$ cat src/rtl/xosera_pkg.sv
// Shared types for the Xosera video blocks: the color memory word and the
// color-memory readback controller state encoding.
package xosera_pkg;

    localparam int WORD_W = 16;

    // one color memory entry
    typedef logic [WORD_W-1:0] word_t;

    // readback controller states
    typedef enum logic [2:0] {
        IDLE  = 3'd0,
        WAIT  = 3'd1,
        ISSUE = 3'd2,
        CAPT  = 3'd3,
        HOLD  = 3'd4
    } color_rb_state_t;

endpackage

$ cat src/rtl/color_readback.sv
// Host readback of color memory. The block borrows the color memory read port
// for a single cycle, preferably while the video path is idle. If no idle slot
// turns up within MAX_WAIT cycles, it takes the port anyway and records that in
// a sticky flag. The captured word is held until the host acknowledges it.
module color_readback
    import xosera_pkg::*;
#(
    parameter int AWIDTH   = 8,
    parameter int MAX_WAIT = 255
) (
    input  logic              clk,
    input  logic              reset_n,
    input  logic              req_i,
    input  logic [AWIDTH-1:0] req_addr_i,
    input  logic              auto_inc_i,
    input  logic              rd_ack_i,
    input  logic              vid_idle_i,
    input  word_t             cm_rd_data_i,
    output logic              cm_rd_sel_o,
    output logic [AWIDTH-1:0] cm_rd_addr_o,
    output word_t             rd_data_o,
    output logic              rd_valid_o,
    output logic              busy_o,
    output logic [AWIDTH-1:0] cur_addr_o,
    output logic              drop_o,
    output logic              forced_o
);

    // A MAX_WAIT of 0 would give a zero-width counter, so keep at least one bit.
    localparam int CNT_W = (MAX_WAIT > 0) ? $clog2(MAX_WAIT + 1) : 1;
    localparam logic [CNT_W-1:0] CNT_MAX = CNT_W'(MAX_WAIT);

    color_rb_state_t   state_reg;
    color_rb_state_t   state_next;
    logic [AWIDTH-1:0] addr_reg;
    logic              inc_reg;
    logic [CNT_W-1:0]  cnt_reg;
    word_t             data_reg;
    logic              drop_reg;
    logic              forced_reg;

    logic accept;      // a new request is latched this cycle
    logic wait_done;   // counter has reached its limit
    logic force_evt;   // leaving WAIT only because of the timeout
    logic cnt_tick;    // still waiting, advance the counter

    assign wait_done = (cnt_reg == CNT_MAX);
    assign force_evt = (state_reg == WAIT) && !vid_idle_i && wait_done;
    assign cnt_tick  = (state_reg == WAIT) && !vid_idle_i && !wait_done;

    // state register
    always_ff @(posedge clk or negedge reset_n) begin
        if (!reset_n) begin
            state_reg <= IDLE;
        end else begin
            state_reg <= state_next;
        end
    end

    // next-state decode and request acceptance
    always_comb begin
        state_next = state_reg;
        accept     = 1'b0;
        case (state_reg)
            IDLE: begin
                if (req_i) begin
                    state_next = WAIT;
                    accept     = 1'b1;
                end
            end
            WAIT: begin
                if (vid_idle_i || wait_done) begin
                    state_next = ISSUE;
                end
            end
            ISSUE: state_next = CAPT;
            CAPT:  state_next = HOLD;
            HOLD: begin
                if (rd_ack_i) begin
                    if (req_i) begin
                        state_next = WAIT;
                        accept     = 1'b1;
                    end else begin
                        state_next = IDLE;
                    end
                end
            end
            default: state_next = IDLE;
        endcase
    end

    // request latch, wait counter, capture and address post-increment
    always_ff @(posedge clk or negedge reset_n) begin
        if (!reset_n) begin
            addr_reg <= '0;
            inc_reg  <= 1'b0;
            cnt_reg  <= '0;
            data_reg <= '0;
        end else begin
            if (accept) begin
                addr_reg <= req_addr_i;
                inc_reg  <= auto_inc_i;
                cnt_reg  <= '0;
            end else begin
                if (cnt_tick) begin
                    cnt_reg <= cnt_reg + CNT_W'(1);
                end
                if (state_reg == CAPT) begin
                    // memory data arrives one cycle after the ISSUE address
                    data_reg <= cm_rd_data_i;
                    if (inc_reg) begin
                        addr_reg <= addr_reg + AWIDTH'(1);
                    end
                end
            end
        end
    end

    // drop pulse for rejected requests and sticky timeout flag
    always_ff @(posedge clk or negedge reset_n) begin
        if (!reset_n) begin
            drop_reg   <= 1'b0;
            forced_reg <= 1'b0;
        end else begin
            drop_reg   <= req_i && !accept;
            forced_reg <= forced_reg || force_evt;
        end
    end

    assign cm_rd_sel_o  = (state_reg == ISSUE);
    assign cm_rd_addr_o = addr_reg;
    assign rd_data_o    = data_reg;
    assign rd_valid_o   = (state_reg == HOLD);
    assign busy_o       = (state_reg != IDLE);
    assign cur_addr_o   = addr_reg;
    assign drop_o       = drop_reg;
    assign forced_o     = forced_reg;

endmodule
$ cat config.mk
export PLATFORM = sky130hd
export DESIGN_NAME = color_readback
export DESIGN_NICKNAME = d
export VERILOG_FILES = /design/src/rtl/xosera_pkg.sv /design/src/rtl/color_readback.sv
export SDC_FILE = /design/constraint.sdc
export NUM_CORES = 1
export LEC_CHECK = 0
export ABC_AREA = 1
export BUFFER_PORTS_ARGS = -buffer_cell sky130_fd_sc_hd__buf_2
export CORE_ASPECT_RATIO = 1.25
export CORE_MARGIN = 2
export CORE_UTILIZATION = 50
export DETAILED_ROUTE_END_ITERATION = 16
export PLACE_DENSITY = 0.8
export SLEW_MARGIN = 15
export SYNTH_ARGS = -nofsm -noshare
export SYNTH_HDL_FRONTEND = slang
export SYNTH_SLANG_ARGS = --single-unit
$ cat constraint.sdc
create_clock -name clk -period 1.51 [get_ports clk]
set_input_delay 0.2265 -clock clk [delete_from_list [all_inputs] [get_ports clk]]
set_output_delay 0.2265 -clock clk [all_outputs]
set_load 0.01 [all_outputs]
# --- Word level (Yosys, flattened, before mapping) ---
# Index checks and enable logic that the tools add are counted.
# W data, S select, Z words.
classes:
  n_eq_ne: 8
  bitwise_logic: 1
  n_reduce_logical: 17
  add_sub_neg: 2
  mux: 13
op_table:
  columns: ["op", "count"]
  rows:
  - ["$mux W8", 5]
  - ["$add A8 B1 Y8 const B", 2]
  - ["$pmux W3 S5", 1]
  - ["$mux W3", 3]
  - ["$eq A8 B8 Y1 const B", 1]
  - ["$eq A3 B2 Y1 const B", 2]
  - ["$reduce_bool A2 Y1", 3]
  - ["$logic_and A1 B1 Y1", 4]
  - ["$ne A2 B2 Y1 const B", 2]
  - ["$reduce_and A2 Y1", 2]
  - ["$eq A3 B1 Y1 const B", 1]
  - ["$eq A3 B3 Y1 const B", 1]
  - ["$logic_not A1 Y1", 3]
  - ["$logic_not A3 Y1", 1]
  - ["$mux W1", 3]
  - ["$reduce_and A3 Y1", 1]
  - ["$reduce_bool A3 Y1", 1]
  - ["$logic_or A1 B1 Y1", 2]
  - ["$ne A2 B1 Y1 const B", 1]
  - ["$pmux W1 S2", 1]
  - ["$not A1 Y1", 1]
word_totals:
  wordCells: 48
  input_bits: 30
  ff_bits: 38
  out_inout_bits: 37

# --- Logic depth before layout (Yosys ltp) ---
logic_depth:
  ltp_word: 5
  depth_mapped: 9
  mapped_depth_nobuf: 9

# --- Least setup slack after synthesis ---
# Ideal clock, no wire load.
synth_path:
  kind: "flip-flop to flip-flop"
  from: "register state_reg[1]"
  to: "register addr_reg[3], in the netlist cm_rd_addr_o[3]"
  stages_incl_launch_ff: 7
  setup_slack_ns: 0.224
  t_required_ns: 1.393
  setup_time_ns: 0.117
  period_less_slack_ns: 1.286
  n_path_buf: 1
  arrival_ns: 1.168
  cell_sequence: "dfrtp_1 > nor2_4 > nand3_4 > buf_6 > or2_1 > nand3_1 > nand2_1"
synth_between:
  elab_chain_len: 4
  elab_cells_between_ends: 8
  cone_classes: "eq/ne: 2; mux: 2; reduce/logical: 4"
synth_rtl:
  columns: ["element", "line", "rtl"]
  rows:
  - ["start, declared", "color_readback.sv:33", "color_rb_state_t state_reg;"]
  - ["start signal, assigned", "color_readback.sv:56", "state_reg <= state_next;"]
  - ["$eq A3 B3 Y1 or $logic_not A3 Y1 (tied branches)", "color_readback.sv:64", "case (state_reg)"]
  - ["$pmux W1 S2", "color_readback.sv:64", null]
  - ["$reduce_bool A2 Y1 (no line)", null, null]
  - ["$reduce_and A2 Y1 (no line)", null, null]
  - ["end signal, assigned", "color_readback.sv:101", "addr_reg <= req_addr_i;"]
  - ["end signal, assigned", "color_readback.sv:112", "addr_reg <= addr_reg + AWIDTH'(1);"]
  - ["end, declared", "color_readback.sv:35", "logic [AWIDTH-1:0] addr_reg;"]
# Parallel ways exist; a longest one is shown, timed or not.
# A chain may end at the register's enable or synchronous reset.

# --- Final worst setup path ---
layout_path:
  from: "register state_reg[1]"
  to: "output port rd_valid_o"
layout_between:
  elab_chain_len: 1
layout_rtl:
  columns: ["element", "line", "rtl"]
  rows:
  - ["$eq A3 B3 Y1", "color_readback.sv:133", "assign rd_valid_o = (state_reg == HOLD);"]
  - ["end, declared", "color_readback.sv:22", "output logic rd_valid_o,"]
# No other way between the ends.

==> results <==
- The detail route stage leaves a number of antenna-violating nets equal to 0.
- The number of antenna violations at the first check in global routing is 0.
- The overall overflow remaining after global route is 0.
- Headroom to the max-slew limit came out at 68.7%.
- The number of nets produced by synthesis is 309.
- The maximum fanout count along the critical path is 3.
- STA classifies the critical path startpoint as a flip-flop.
- Of the cells placed in the final design, the portion with a size suffix greater than 1 is 30.4%.
- TritonCTS built the clock tree.
- Clock-pin slew was measured on the worst setup and hold paths at 70 ps.
- The total routed wirelength is 4670 µm.
- The gate count of the mapped netlist is 277.
- In this run the vertical extent of the chip is 75.6 µm.
- In the final layout, the multi-input gates occupy 926 µm².
- Ranked by total cell area, the synthesized netlist is headed by sky130_fd_sc_hd__dfrtp_1 46%, sky130_fd_sc_hd__nand2_1 23%, sky130_fd_sc_hd__nand3_1 4.6%.
- The total leakage power is 1.46 nW.
- Counting the fill cells in the layout gives 372.
- The cell with the most instances after synthesis is sky130_fd_sc_hd__nand2_1.
- In the final routed layout, each cell accounts on average for 11.5 µm.
- STA classifies the critical path endpoint as a primary output.
- The final net count is 380.
- The row count is 26.
- The worst slack at placement is 80.4 ps.
- At the pin with the least slew margin, the transition time is 470 ps.
- Timing would allow up to 679 MHz.
- The number of synthesized register bits is 38.
- Dividing the final minimum period by the clock period gives 97.5%.
- Entering global routing, the biggest net connects 39 pins.
- The Yosys step of the flow raised 0 warnings.
- The power density over the cells is 1930 nW/µm².
- The dominant synthesized flop cell is sky130_fd_sc_hd__dfrtp_1.
- In this run the critical register-to-register path is launched from cnt_reg[0]$_DFFE_PN0P_.
- The area growth from synthesis to layout is 24.6%.
- The CTS H-tree depth is 2.
- Summed over all nets, the half-perimeter wirelength after detailed placement is 3270 µm.
- In this run the mean area of a mapped cell was 7.41 µm².
- The number of I/O port buffers is 66.
- The congestion estimate from routability-driven global placement came to 0.848.
- The number of failing setup endpoints in the final timing report is 0.
- The final number of max-transition violations is 0.
- In this run, the number of DRC markers left after iteration 0 of detailed routing was 130.
- The netlist area before placement is 2050 µm².
- The floorplan step defined a die boundary enclosing 4640 µm².
- The synthesized netlist contains 24 unique library cells.
- In this run the register-to-register setup slack is 70 ps.
- Traced cell by cell, the critical path runs through nor2_4 -> buf_6 -> inv_2 -> nor2_2 -> buf_2.
- Ranked by instance count, the synthesized netlist is headed by 124 x sky130_fd_sc_hd__nand2_1, 38 x sky130_fd_sc_hd__dfrtp_1, 24 x sky130_fd_sc_hd__inv_1.
- Detailed routing inserted a total of 1979 vias.
- The number of optimization iterations in the first detailed-route pass is 4.
- The endpoint identified for the worst register-to-register timing path is cnt_reg[6]$_DFFE_PN0P_.
- The maximum resistive drop on vdd is 0.00120 V.
- The total I/O pin count is 67.
- The type of the most critical hold path is in2reg.
- The number of max-cap violations is 0.
- The number of flops mapped to enable cells by yosys is 0.
- Data on the critical path arrives at its endpoint at 1250 ps.
- After detailed routing, the number of remaining DRC violations is 0.
- The clock net sink count is 38.
- The maximum clock path buffer count is 2.
- The number of buffers and inverters on the critical path is 3.
- The clock tree skew after final layout is 4.16 ps.
- The cell family contributing the most delay on the critical path is flip-flops.
- The later pin in the worst-skew pair is clocked with a latency of 300 ps.
- Subtracting the final worst setup slack from the clock period gives 1470 ps.
- The worst hold path cell count is 3.
- In this run the worst setup path begins at state_reg[1]$_DFFE_PN0P_.
- For hold timing, the worst endpoint is rd_data_o[11]$_DFFE_PN0P_.
- 0 antenna diodes ended up in the layout.
- The wire length of the first global-routing pass is 7410 µm.
- The depth of the worst register-to-register path is 9.
- The area of all sequential standard cells is 955 µm².
- On the worst path, the slowest cell contributes a delay of 430 ps.
- The required time of the critical path is 1280 ps.
- Setup slack closes at 37.4 ps.
- The fraction of synthesized cell area taken by the top area cell type is 46.3%.
- CTS placed an instance of sky130_fd_sc_hd__clkbuf_8 at the clock tree root.
- The critical path is of the reg2out type.
- The startpoint of the worst hold path is cm_rd_data_i[11].
- Using the TritonRoute via totals, the vias-per-cell ratio works out to 4.89.
- Power comes to 4.93 mW.
- The overall routing resource usage is 21.6%.
- Once the floorplan was initialized, standard cells occupied 51.3% of the core.
- The count of endpoints failing hold in the final timing report is 0.
- Counting flops with an async set or reset pin after synthesis yields a share of 100%.
- The run finished with clean final reports.
- The die span in x is 61.3 µm.
- The number of flip-flops in the largest register is 16.
- The slowest stage of the critical path is the sky130_fd_sc_hd__dfrtp_2 cell.
- The total area inside the core boundary comes to 4000 µm².
- The most area-hungry cell type in the Yosys netlist is sky130_fd_sc_hd__dfrtp_1.
- The total CTS buffers is 5.
- The via count of the first global-routing pass is 1784.
- The portion of the post-synthesis area used by sequential elements is 46.3%.
==> report_power, final <==
part           switching (mW)  internal (mW)  total [mW]
logic                    1.42          0.980        2.40
registers               0.393           1.44        1.83
clock network           0.374          0.326       0.700
==> metal layers <==
layer	vias to the layer above	track usage, %	share of wire [%]
met5	-	0	0
met3	4	5.77	7.1
li1	986	-	-
met4	0	9.66	0.99
met1	910	24.7	42
met2	79	37.2	50
==> tightest hold or removal path, delay by kind of cell <==
kind	cells	cell delay, ps
buf+inv	1	70
simple gates	2	90
==> logic make-up (layout without fill, tap and decap cells) <==
| kind of cell | after synthesis | in the layout | synth area share (%) |
|---|---|---|---|
| xor gates and xnor gates | 3 | 3 | 1.28 |
| adders and majority gates | 2 | 2 | 1.22 |
| buffers and inverters | 41 | 113 | 9.94 |
| and+or+nand+nor | 182 | 182 | 38.3 |
| AOI/OAI and AO/OA | 11 | 11 | 2.93 |
| DFF | 38 | 38 | 46.3 |
==> cells in the final DEF, fill, tap and decap left out, types with 4 or more instances in the layout <==
| cell type | count |
|---|---|
| sky130_fd_sc_hd__dfrtp_1 | 35 |
| sky130_fd_sc_hd__o21ai_0 | 7 |
| sky130_fd_sc_hd__buf_2 | 66 |
| sky130_fd_sc_hd__inv_2 | 6 |
| sky130_fd_sc_hd__nand2_2 | 4 |
| sky130_fd_sc_hd__clkbuf_8 | 5 |
| sky130_fd_sc_hd__buf_4 | 8 |
| sky130_fd_sc_hd__nor2_1 | 18 |
| sky130_fd_sc_hd__inv_1 | 23 |
| sky130_fd_sc_hd__nand2_1 | 123 |
| sky130_fd_sc_hd__nand4_1 | 6 |
| sky130_fd_sc_hd__nand3_1 | 19 |
==> worst max-delay path by stage <==
stage / cells after the start / slack, ps / endpoint
after floorplan: 6 / 220 / cm_rd_addr_o[3]$_DFFE_PN0P_
after global placement: 9 / 130 / cnt_reg[3]$_DFFE_PN0P_
after detailed placement: 9 / 80 / cnt_reg[6]$_DFFE_PN0P_
after CTS: 5 / 2 / rd_valid_o
after global routing: 9 / -50 / cnt_reg[3]$_DFFE_PN0P_
final: 5 / 40 / rd_valid_o
==> cell type report <==
class                      instances  area share [%]
sequential                        38            37.3
inverter                          29            4.26
clock inverter                     2           0.538
clock buffer                       6            2.84
tap                               56            2.74
multi-input combinational        198            36.2
timing repair buffer              76            16.1
==> what timing repair did <==
item,in CTS,in global routing
setup buffers,5,0
pin swaps,2,2
endpoints found under the setup margin,1,10
endpoints found under the hold margin,38,0
gates resized for setup,4,8
hold buffers,1,0
==> metrics by stage <==
step	setup TNS, ps	instance area, µm²	hold slack, ps	std cells	util [%]
2_1_floorplan	0	2050	-69.1	277	-
3_3_place_gp	0	2390	302	391	59.7
3_5_place_dp	0	2390	309	391	59.7
4_1_cts	0	2530	124	405	63.2
5_1_grt	-189	2560	131	405	63.9
6_report	0	2560	126	405	63.9
No activity file was read; power rests on OpenSTA's default activity.
